===== config.mk =====
export PLATFORM = sky130hd
export DESIGN_NAME = fft_8point_ctrl_flat
export DESIGN_NICKNAME = d
export VERILOG_FILES = /design/src/rtl/fft_8point_ctrl_if.sv /design/src/rtl/fft_8point_ctrl.sv /design/src/flat_wrapper.sv
export SDC_FILE = /design/constraint.sdc
export NUM_CORES = 1
export LEC_CHECK = 0
export BUFFER_PORTS_ARGS = -buffer_cell sky130_fd_sc_hd__buf_2
export CAP_MARGIN = 20
export CORE_MARGIN = 2
export CORE_UTILIZATION = 49
export CTS_BUF_LIST = sky130_fd_sc_hd__clkbuf_4 sky130_fd_sc_hd__clkbuf_8 sky130_fd_sc_hd__clkbuf_16
export CTS_CLUSTER_SIZE = 16
export DETAILED_ROUTE_END_ITERATION = 7
export GPL_TIMING_DRIVEN = 0
export MAX_ROUTING_LAYER = met4
export PLACE_DENSITY = 0.81
export SYNTH_ARGS = -nofsm -noshare
export SYNTH_HDL_FRONTEND = slang
export SYNTH_SLANG_ARGS = --single-unit

===== constraint.sdc =====
create_clock -name clk -period 4.3 [get_ports clk]
set_clock_uncertainty 0.2 [all_clocks]
set_input_delay 0.215 -clock clk [delete_from_list [all_inputs] [get_ports clk]]
set_output_delay 0.215 -clock clk [all_outputs]
set_load 0.02 [all_outputs]

===== src/rtl/fft_8point_ctrl_if.sv =====
// Handshake and address bus between the 8-point FFT sequencing controller
// and its neighbours (upstream source, datapath store, downstream sink).
interface fft_8point_ctrl_if;
  logic       in_valid;
  logic       in_ready;
  logic       wr_en;
  logic [2:0] wr_addr;
  logic       bf_en;
  logic [2:0] bf_addr_a;
  logic [2:0] bf_addr_b;
  logic [1:0] tw_idx;
  logic [1:0] stage;
  logic [2:0] rd_addr;
  logic       out_valid;
  logic       out_ready;
  logic       out_last;
  logic       busy;
  logic       done;

  modport master (
    input  in_valid, out_ready,
    output in_ready, wr_en, wr_addr, bf_en, bf_addr_a, bf_addr_b, tw_idx,
           stage, rd_addr, out_valid, out_last, busy, done
  );

  modport slave (
    output in_valid, out_ready,
    input  in_ready, wr_en, wr_addr, bf_en, bf_addr_a, bf_addr_b, tw_idx,
           stage, rd_addr, out_valid, out_last, busy, done
  );
endinterface


===== src/rtl/fft_8point_ctrl.sv =====
// Sequencer for an 8-point radix-2 DIT FFT: bit-reversed load, 3x4 butterfly
// schedule with twiddle indices, then natural-order unload. One frame at a time.
module fft_8point_ctrl (
  input  logic              clk,
  input  logic              clear,
  fft_8point_ctrl_if.master bus
);
  localparam int N     = 8;
  localparam int LOG2N = 3;

  localparam logic [1:0] S_LOAD   = 2'd0;
  localparam logic [1:0] S_CALC   = 2'd1;
  localparam logic [1:0] S_UNLOAD = 2'd2;

  localparam logic [3:0] LAST_SMP = 4'(N - 1);
  localparam logic [3:0] LAST_BF  = 4'(LOG2N * (N / 2) - 1);

  logic [1:0]       r_state;
  logic [3:0]       r_cnt;
  logic             r_done;

  logic             w_load;
  logic             w_calc;
  logic             w_unload;
  logic             w_hs_in;
  logic             w_hs_out;
  logic [1:0]       w_s;
  logic [1:0]       w_k;
  logic [LOG2N-1:0] w_addr_a;

  function automatic logic [LOG2N-1:0] bitrev3(input logic [LOG2N-1:0] i);
    return {i[0], i[1], i[2]};
  endfunction

  // Upper operand: start of the butterfly's group (groups are 2h wide) plus offset.
  function automatic logic [LOG2N-1:0] upper_addr(input logic [1:0] s, input logic [1:0] k);
    logic [2:0] h, pos, grp;
    h   = 3'd1 << s;
    pos = {1'b0, k} & (h - 3'd1);
    grp = {1'b0, k} >> s;
    return (grp << (s + 2'd1)) + pos;
  endfunction

  function automatic logic [1:0] twiddle(input logic [1:0] s, input logic [1:0] k);
    logic [2:0] h, pos, t;
    h   = 3'd1 << s;
    pos = {1'b0, k} & (h - 3'd1);
    t   = pos << (2'd2 - s);
    return t[1:0];
  endfunction

  assign w_load   = (r_state == S_LOAD);
  assign w_calc   = (r_state == S_CALC);
  assign w_unload = (r_state == S_UNLOAD);
  assign w_s      = r_cnt[3:2];
  assign w_k      = r_cnt[1:0];
  assign w_addr_a = upper_addr(w_s, w_k);

  assign bus.in_ready  = w_load & ~clear;
  assign w_hs_in       = bus.in_valid & bus.in_ready;
  assign w_hs_out      = w_unload & bus.out_ready;

  assign bus.wr_en     = w_hs_in;
  assign bus.wr_addr   = w_load ? bitrev3(r_cnt[2:0]) : 3'd0;
  assign bus.bf_en     = w_calc;
  assign bus.bf_addr_a = w_calc ? w_addr_a : 3'd0;
  assign bus.bf_addr_b = w_calc ? (w_addr_a + (3'd1 << w_s)) : 3'd0;
  assign bus.tw_idx    = w_calc ? twiddle(w_s, w_k) : 2'd0;
  assign bus.stage     = w_calc ? w_s : 2'd0;
  assign bus.rd_addr   = w_unload ? r_cnt[2:0] : 3'd0;
  assign bus.out_valid = w_unload;
  assign bus.out_last  = w_unload & (r_cnt == LAST_SMP);
  assign bus.busy      = w_calc | w_unload;
  assign bus.done      = r_done;

  // The counter restarts from zero at every state change.
  always_ff @(posedge clk or posedge clear) begin
    if (clear) begin
      r_state <= S_LOAD;
      r_cnt   <= 4'd0;
      r_done  <= 1'b0;
    end else begin
      r_done <= 1'b0;
      case (r_state)
        S_LOAD: begin
          if (w_hs_in) begin
            if (r_cnt == LAST_SMP) begin
              r_state <= S_CALC;
              r_cnt   <= 4'd0;
            end else begin
              r_cnt <= r_cnt + 4'd1;
            end
          end
        end
        S_CALC: begin
          if (r_cnt == LAST_BF) begin
            r_state <= S_UNLOAD;
            r_cnt   <= 4'd0;
          end else begin
            r_cnt <= r_cnt + 4'd1;
          end
        end
        S_UNLOAD: begin
          if (w_hs_out) begin
            if (r_cnt == LAST_SMP) begin
              r_state <= S_LOAD;
              r_cnt   <= 4'd0;
              r_done  <= 1'b1;
            end else begin
              r_cnt <= r_cnt + 4'd1;
            end
          end
        end
        default: begin
          r_state <= S_LOAD;
          r_cnt   <= 4'd0;
        end
      endcase
    end
  end
endmodule


===== src/flat_wrapper.sv =====
// flat-port wrapper written by rule: the top's interface ports become plain ports
module fft_8point_ctrl_flat 
  (clk, clear, bus_in_valid, bus_out_ready, bus_in_ready, bus_wr_en, bus_wr_addr, bus_bf_en, bus_bf_addr_a, bus_bf_addr_b, bus_tw_idx, bus_stage, bus_rd_addr, bus_out_valid, bus_out_last, bus_busy, bus_done);
  fft_8point_ctrl_if bus_i ();
  input  logic clk;
  input  logic clear;
  input wire logic [$bits(bus_i.in_valid)-1:0] bus_in_valid;
  input wire logic [$bits(bus_i.out_ready)-1:0] bus_out_ready;
  output wire logic [$bits(bus_i.in_ready)-1:0] bus_in_ready;
  output wire logic [$bits(bus_i.wr_en)-1:0] bus_wr_en;
  output wire logic [$bits(bus_i.wr_addr)-1:0] bus_wr_addr;
  output wire logic [$bits(bus_i.bf_en)-1:0] bus_bf_en;
  output wire logic [$bits(bus_i.bf_addr_a)-1:0] bus_bf_addr_a;
  output wire logic [$bits(bus_i.bf_addr_b)-1:0] bus_bf_addr_b;
  output wire logic [$bits(bus_i.tw_idx)-1:0] bus_tw_idx;
  output wire logic [$bits(bus_i.stage)-1:0] bus_stage;
  output wire logic [$bits(bus_i.rd_addr)-1:0] bus_rd_addr;
  output wire logic [$bits(bus_i.out_valid)-1:0] bus_out_valid;
  output wire logic [$bits(bus_i.out_last)-1:0] bus_out_last;
  output wire logic [$bits(bus_i.busy)-1:0] bus_busy;
  output wire logic [$bits(bus_i.done)-1:0] bus_done;
  assign bus_i.in_valid = bus_in_valid;
  assign bus_i.out_ready = bus_out_ready;
  assign bus_in_ready = bus_i.in_ready;
  assign bus_wr_en = bus_i.wr_en;
  assign bus_wr_addr = bus_i.wr_addr;
  assign bus_bf_en = bus_i.bf_en;
  assign bus_bf_addr_a = bus_i.bf_addr_a;
  assign bus_bf_addr_b = bus_i.bf_addr_b;
  assign bus_tw_idx = bus_i.tw_idx;
  assign bus_stage = bus_i.stage;
  assign bus_rd_addr = bus_i.rd_addr;
  assign bus_out_valid = bus_i.out_valid;
  assign bus_out_last = bus_i.out_last;
  assign bus_busy = bus_i.busy;
  assign bus_done = bus_i.done;
  fft_8point_ctrl u_core (.clk(clk), .clear(clear), .bus(bus_i));
endmodule

# After elaboration in Yosys (flattened, before gate mapping)
# Index checks and enable logic that the tools add are counted.
# totals
latch_bits	0
output_inout_bits	23
ram_bits	0
regBits	7
n_memories	0
input_bits	4
mem_bits_ro	0
wordCells	52
# op_classes
eq_ne	9
muxes	20
n_mul	0
n_reduce_logical	3
div_mod_pow	0
shift	4
add_sub_neg	6
bitwise	7
order_cmp	0
# ops
op	n
4-bit two-way mux	4
2-bit two-way mux	7
3-bit two-way mux	4
4-bit case mux with 3 select lines	1
2-bit inequality test, second input constant	5
3-bit adder	2
2-bit case mux with 3 select lines	1
5-bit AND reduction	1
4-bit by 1-bit adder with 4-bit output, second input constant	1
1-bit bitwise AND	4
4-bit by 3-bit equality test with 1-bit output, second input constant	1
4-bit equality test, second input constant	1
2-bit by 3-bit bitwise AND with 3-bit output	1
1-bit two-way mux	3
1-bit by 2-bit left shift with 3-bit output, first input constant	1
3-bit by 2-bit left shift with 2-bit output	1
3-bit by 2-bit left shift with 3-bit output	1
2-bit by 2-bit >> shifter with 3-bit output	1
3-bit by 1-bit subtractor with 3-bit output, second input constant	1
2-bit by 1-bit adder with 2-bit output, second input constant	1
2-bit by 1-bit equality test with 1-bit output, second input constant	1
2-bit equality test, second input constant	1
2-bit zero test	1
2-bit AND reduction	1
other kinds (3)	3

# Longest topological paths before layout
# logic_depth
depth_word	6
mapped_depth	12
depth_no_buf	12

# Worst setup path after synthesis
# Ideal clock, no wire load.
# synth_path
path_type	reg-to-output
start	register u_core.r_cnt[2]
end	output bus_bf_addr_b[2]
t_required_ns	3.885
path_slack_ns	0.970
path_buffers	0
path_stages_with_launch	13
t_arrival_ns	2.915
path_cell_list	dfrtp_1 inv_1 ha_1 nor2_1 and3_2 ha_1 inv_1 fa_1 inv_1 fa_1 xnor2_1 xnor3_1 nor2b_2
# synth_between
elab_chain_len	6
word_cells_on_any_way	9
cone_classes	4 x add/sub; 3 x shift; 1 x mux; 1 x bitwise
# synth_lines
item	line_no	rtl
start: declaration	fft_8point_ctrl.sv:19	logic [3:0] r_cnt;
start signal: assignment	fft_8point_ctrl.sv:91	r_cnt <= r_cnt + 4'd1;
start signal: assignment	fft_8point_ctrl.sv:100	r_cnt <= r_cnt + 4'd1;
start signal: assignment	fft_8point_ctrl.sv:110	r_cnt <= r_cnt + 4'd1;
1-bit by 2-bit left shift with 3-bit output	fft_8point_ctrl.sv:38, fft_8point_ctrl.sv:67	
3-bit by 1-bit subtractor with 3-bit output	fft_8point_ctrl.sv:39	pos = {1'b0, k} & (h - 3'd1);
2-bit by 3-bit bitwise AND with 3-bit output	fft_8point_ctrl.sv:39	
3-bit adder	fft_8point_ctrl.sv:41	return (grp << (s + 2'd1)) + pos;
3-bit adder *	fft_8point_ctrl.sv:67	assign bus.bf_addr_b = w_calc ? (w_addr_a + (3'd1 << w_s)) : 3'd0;
3-bit two-way mux *	fft_8point_ctrl.sv:67	
end: declaration	flat_wrapper.sv:14	output wire logic [$bits(bus_i.bf_addr_b)-1:0] bus_bf_addr_b;
# Every way passes the cells marked *; elsewhere a longest branch is shown, timed or not.

# Worst setup path after layout
# Same ends and word-level chain as after synthesis.

==> metrics.md <==
| Metric | Value |
|---|---|
| Crit path arrival time | 3.53 ns |
| Synth unique cells | 29 |
| Clk root buf | clkbuf_4 |
| Final period utilization | 0.918 |
| Worst Hold Launch | bus_out_ready |
| Gr ovfl total | 0 |
| TritonCTS clock tree | done |
| Residual DRC | 0 |
| Avg WL per Cell | 12.6 µm |
| Post CTS Setup Buffer Count | 0 |
| Layout cells sized above 1 | 0.319 |
| Vias | 706 |
| Clk sinks | 7 |
| H-tree depth | 1 |
| Area of the multi-input gates | 564 µm² |
| Remaining antenna violation count after routing | 0 |
| Crit-path max FO | 8 |
| Peak Freq | 0.253 GHz |
| Iter 0 DRT Violations | 6 |
| Reg2Reg Depth | 5 |
| Syn Area/Cell | 8.91 µm² |
| Post-Route Setup TNS | 0 ns |
| Worst setup EP type | primary output |
| Largest net degree at the start of global routing | 11 |
| Element type at the critical path start | flop |
| Most frequent cells in the layout | buf_2, inv_1, ha_1 |
| CTS max path bufs | 2 |
| Endpoint, Worst Hold | u_core.bus.done$_DFF_PP0_ |
| Area Overhead vs Synth | 24.2% |
| Clk_lat worst skew | 0.25 ns |
| Inserted Diodes | 0 |
| Hold_buf cts | 1 |
| Slew headroom | 0.738 |
| PortBufs | 26 |
| FILL cells | 139 |
| First-pass DRT Iterations | 4 |
| FF-to-FF End | u_core.r_cnt[0]$_DFFE_PP0P_ |
| Gpl congestion | 0.884 |
| Total GRT Usage | 0.202 |
| Post-CTS Resized | 0 |
| Mapped Nets | 105 |
| Worst reg2reg path startpoint | u_core.r_cnt[2]$_DFFE_PP0P_ |
| Vias in the first global route | 700 |
| Setup violations, final | 0 |
| Leakage | 0.516 nW |
| Final nets | 137 |
| Initial Utilization | 0.521 |
| Final-report max-slew violation count | 0 |
| Initial antenna violation count | 0 |
| Total Die Area | 1940 µm² |
| Register area | 175 µm² |
| Status | completed |
| Clk slew on worst S/H paths | 0.06 ns |
| Hold Path Cell Cnt | 2 |
| Row cnt | 14 |
| RSZ-0062 raised after global routing | no |
| Post-layout min period | 3.95 ns |
| Die Y | 44.0 µm |
| Worst hold path class | input pin to flop |
| Num CTS Buffers | 3 |
| Share of the yosys chip area belonging to registers | 0.223 |
| Mapped Cells | 88 |
| Synth warn | 0 |
| Crit Path Class | flop to primary output |
| Final worst hold slack | 0.0288 ns |
| CP required | 3.88 ns |
| Global-route wire length before repair | 2840 µm |
| Post-DP HPWL | 1370 µm |
| Tightest Pin Transition | 0.384 ns |
| Max-Cap Viols | 0 |
| Via density | 5.23 |
| Pwr Density | 664 nW/µm² |
| Final hold vios | 0 |
| Mapped cell area | 785 µm² |
| #FFs+latches synth | 7 |
| Final WL | 1700 µm |
| Worst vdd ir | 488 µV |
| Most common cell after layout, fill and taps aside | buf_2 |
| Die W | 44.0 µm |
| Core area | 1510 µm² |
| Io pins | 27 |
| Reg2Reg Setup Slack | 2.33 ns |
[registers in the layout, summed over array words and instances, names as in the netlist]
| signal | cells |
|---|---|
| u_core.bus.done | 1 |
| u_core.r_cnt | 4 |
| u_core.r_state | 2 |
[how the worst max path moves through the flow]
stage | end | cells after the start | slack (ns) | startpoint
2_1_floorplan | bus_bf_addr_b[2] | 12 | 0.97 | u_core.r_cnt[2]$_DFFE_PP0P_
3_3_place_gp | bus_bf_addr_b[2] | 13 | 0.69 | u_core.r_cnt[2]$_DFFE_PP0P_
3_5_place_dp | bus_bf_addr_b[2] | 13 | 0.60 | u_core.r_cnt[2]$_DFFE_PP0P_
4_1_cts | bus_bf_addr_b[2] | 13 | 0.31 | u_core.r_cnt[2]$_DFFE_PP0P_
5_1_grt | bus_bf_addr_b[2] | 13 | 0.15 | u_core.r_cnt[2]$_DFFE_PP0P_
6_report | bus_bf_addr_b[2] | 13 | 0.35 | u_core.r_cnt[2]$_DFFE_PP0P_
[Yosys cell counts]
library cell  count  area share
ha_1             11        0.18
inv_1            11       0.053
and2_1           10       0.080
dfrtp_1           7        0.22
nand2_1           6       0.029
nor2_1            5       0.024
a21oi_1           4       0.026
xnor2_1           4       0.045
nand3_1           3       0.019
nor2b_1           3       0.024
and3_1            2       0.016
fa_1              2       0.051
mux2_2            2       0.029
nand2b_1          2       0.016
o22ai_1           2       0.016
a2111oi_0         1       0.011
a21bo_2           1       0.013
a21o_1            1      0.0096
and2_2            1      0.0096
and3_2            1      0.0096
and3_4            1       0.014
clkbuf_1          1      0.0048
nor2b_2           1       0.011
nor3b_1           1      0.0096
o21ai_0           1      0.0064
o22ai_4           1       0.026
o2bb2ai_1         1       0.011
o311ai_0          1       0.011
xnor3_1           1       0.029
[final cells by class]
| type | instances | share of cell area |
|---|---|---|
| timing repair buffer | 27 | 0.144 |
| clock buffer | 4 | 0.0308 |
| tap | 16 | 0.0205 |
| multi-input combinational | 69 | 0.579 |
| inverter | 11 | 0.0424 |
| sequential | 7 | 0.180 |
| buffer | 1 | 0.00385 |
[critical path, stage by stage (launching register included)]
cell	delay [ns]
dfrtp_1	0.47
inv_1	0.20
ha_1	0.37
nor2_1	0.14
and3_2	0.19
ha_1	0.13
inv_1	0.05
fa_1	0.50
inv_1	0.06
fa_1	0.42
xnor2_1	0.22
xnor3_1	0.27
nor2b_2	0.11
buf_2	0.16
[where the power goes]
part | switching [mW] | total [mW] | leakage, nW | internal [mW]
combinational | 0.268 | 0.459 | 0.406 | 0.191
sequential | 0.0338 | 0.121 | 0.0915 | 0.0874
clock | 0.0249 | 0.0667 | 0.0184 | 0.0418
[kinds of logic after synthesis]
logic type               share of synthesized area
adder cells (fa/ha/maj)                      0.226
buffers and inverters                       0.0574
AND/OR/NAND/NOR                              0.262
XOR/XNOR                                    0.0734
multiplexers                                0.0287
AO/OA/AOI/OAI                                0.129
flip-flops                                   0.223
[stage by stage]
stage,power [mW],std cells,setup slack [ns],instance area [µm²],util
CTS,0.652,135,0.308,975,0.647
detailed placement,0.582,130,0.603,935,0.620
global route,0.706,135,0.149,975,0.647
global placement,0.564,130,0.687,935,0.620
floorplan,0.468,88,0.970,785,-
finish,0.647,135,0.351,975,0.647
[layer usage]
layer / vias to the layer above / GRT usage / part of all wire / routed length [µm]
met5: - / - / 0 / 0
met4: 0 / 0.0727 / 0.0035 / 6
met3: 2 / 0.0122 / 0.025 / 42
met2: 12 / 0.376 / 0.55 / 928
met1: 334 / 0.225 / 0.43 / 724
li1: 358 / - / - / -
Note: power is estimated with default switching activity, not from simulation.
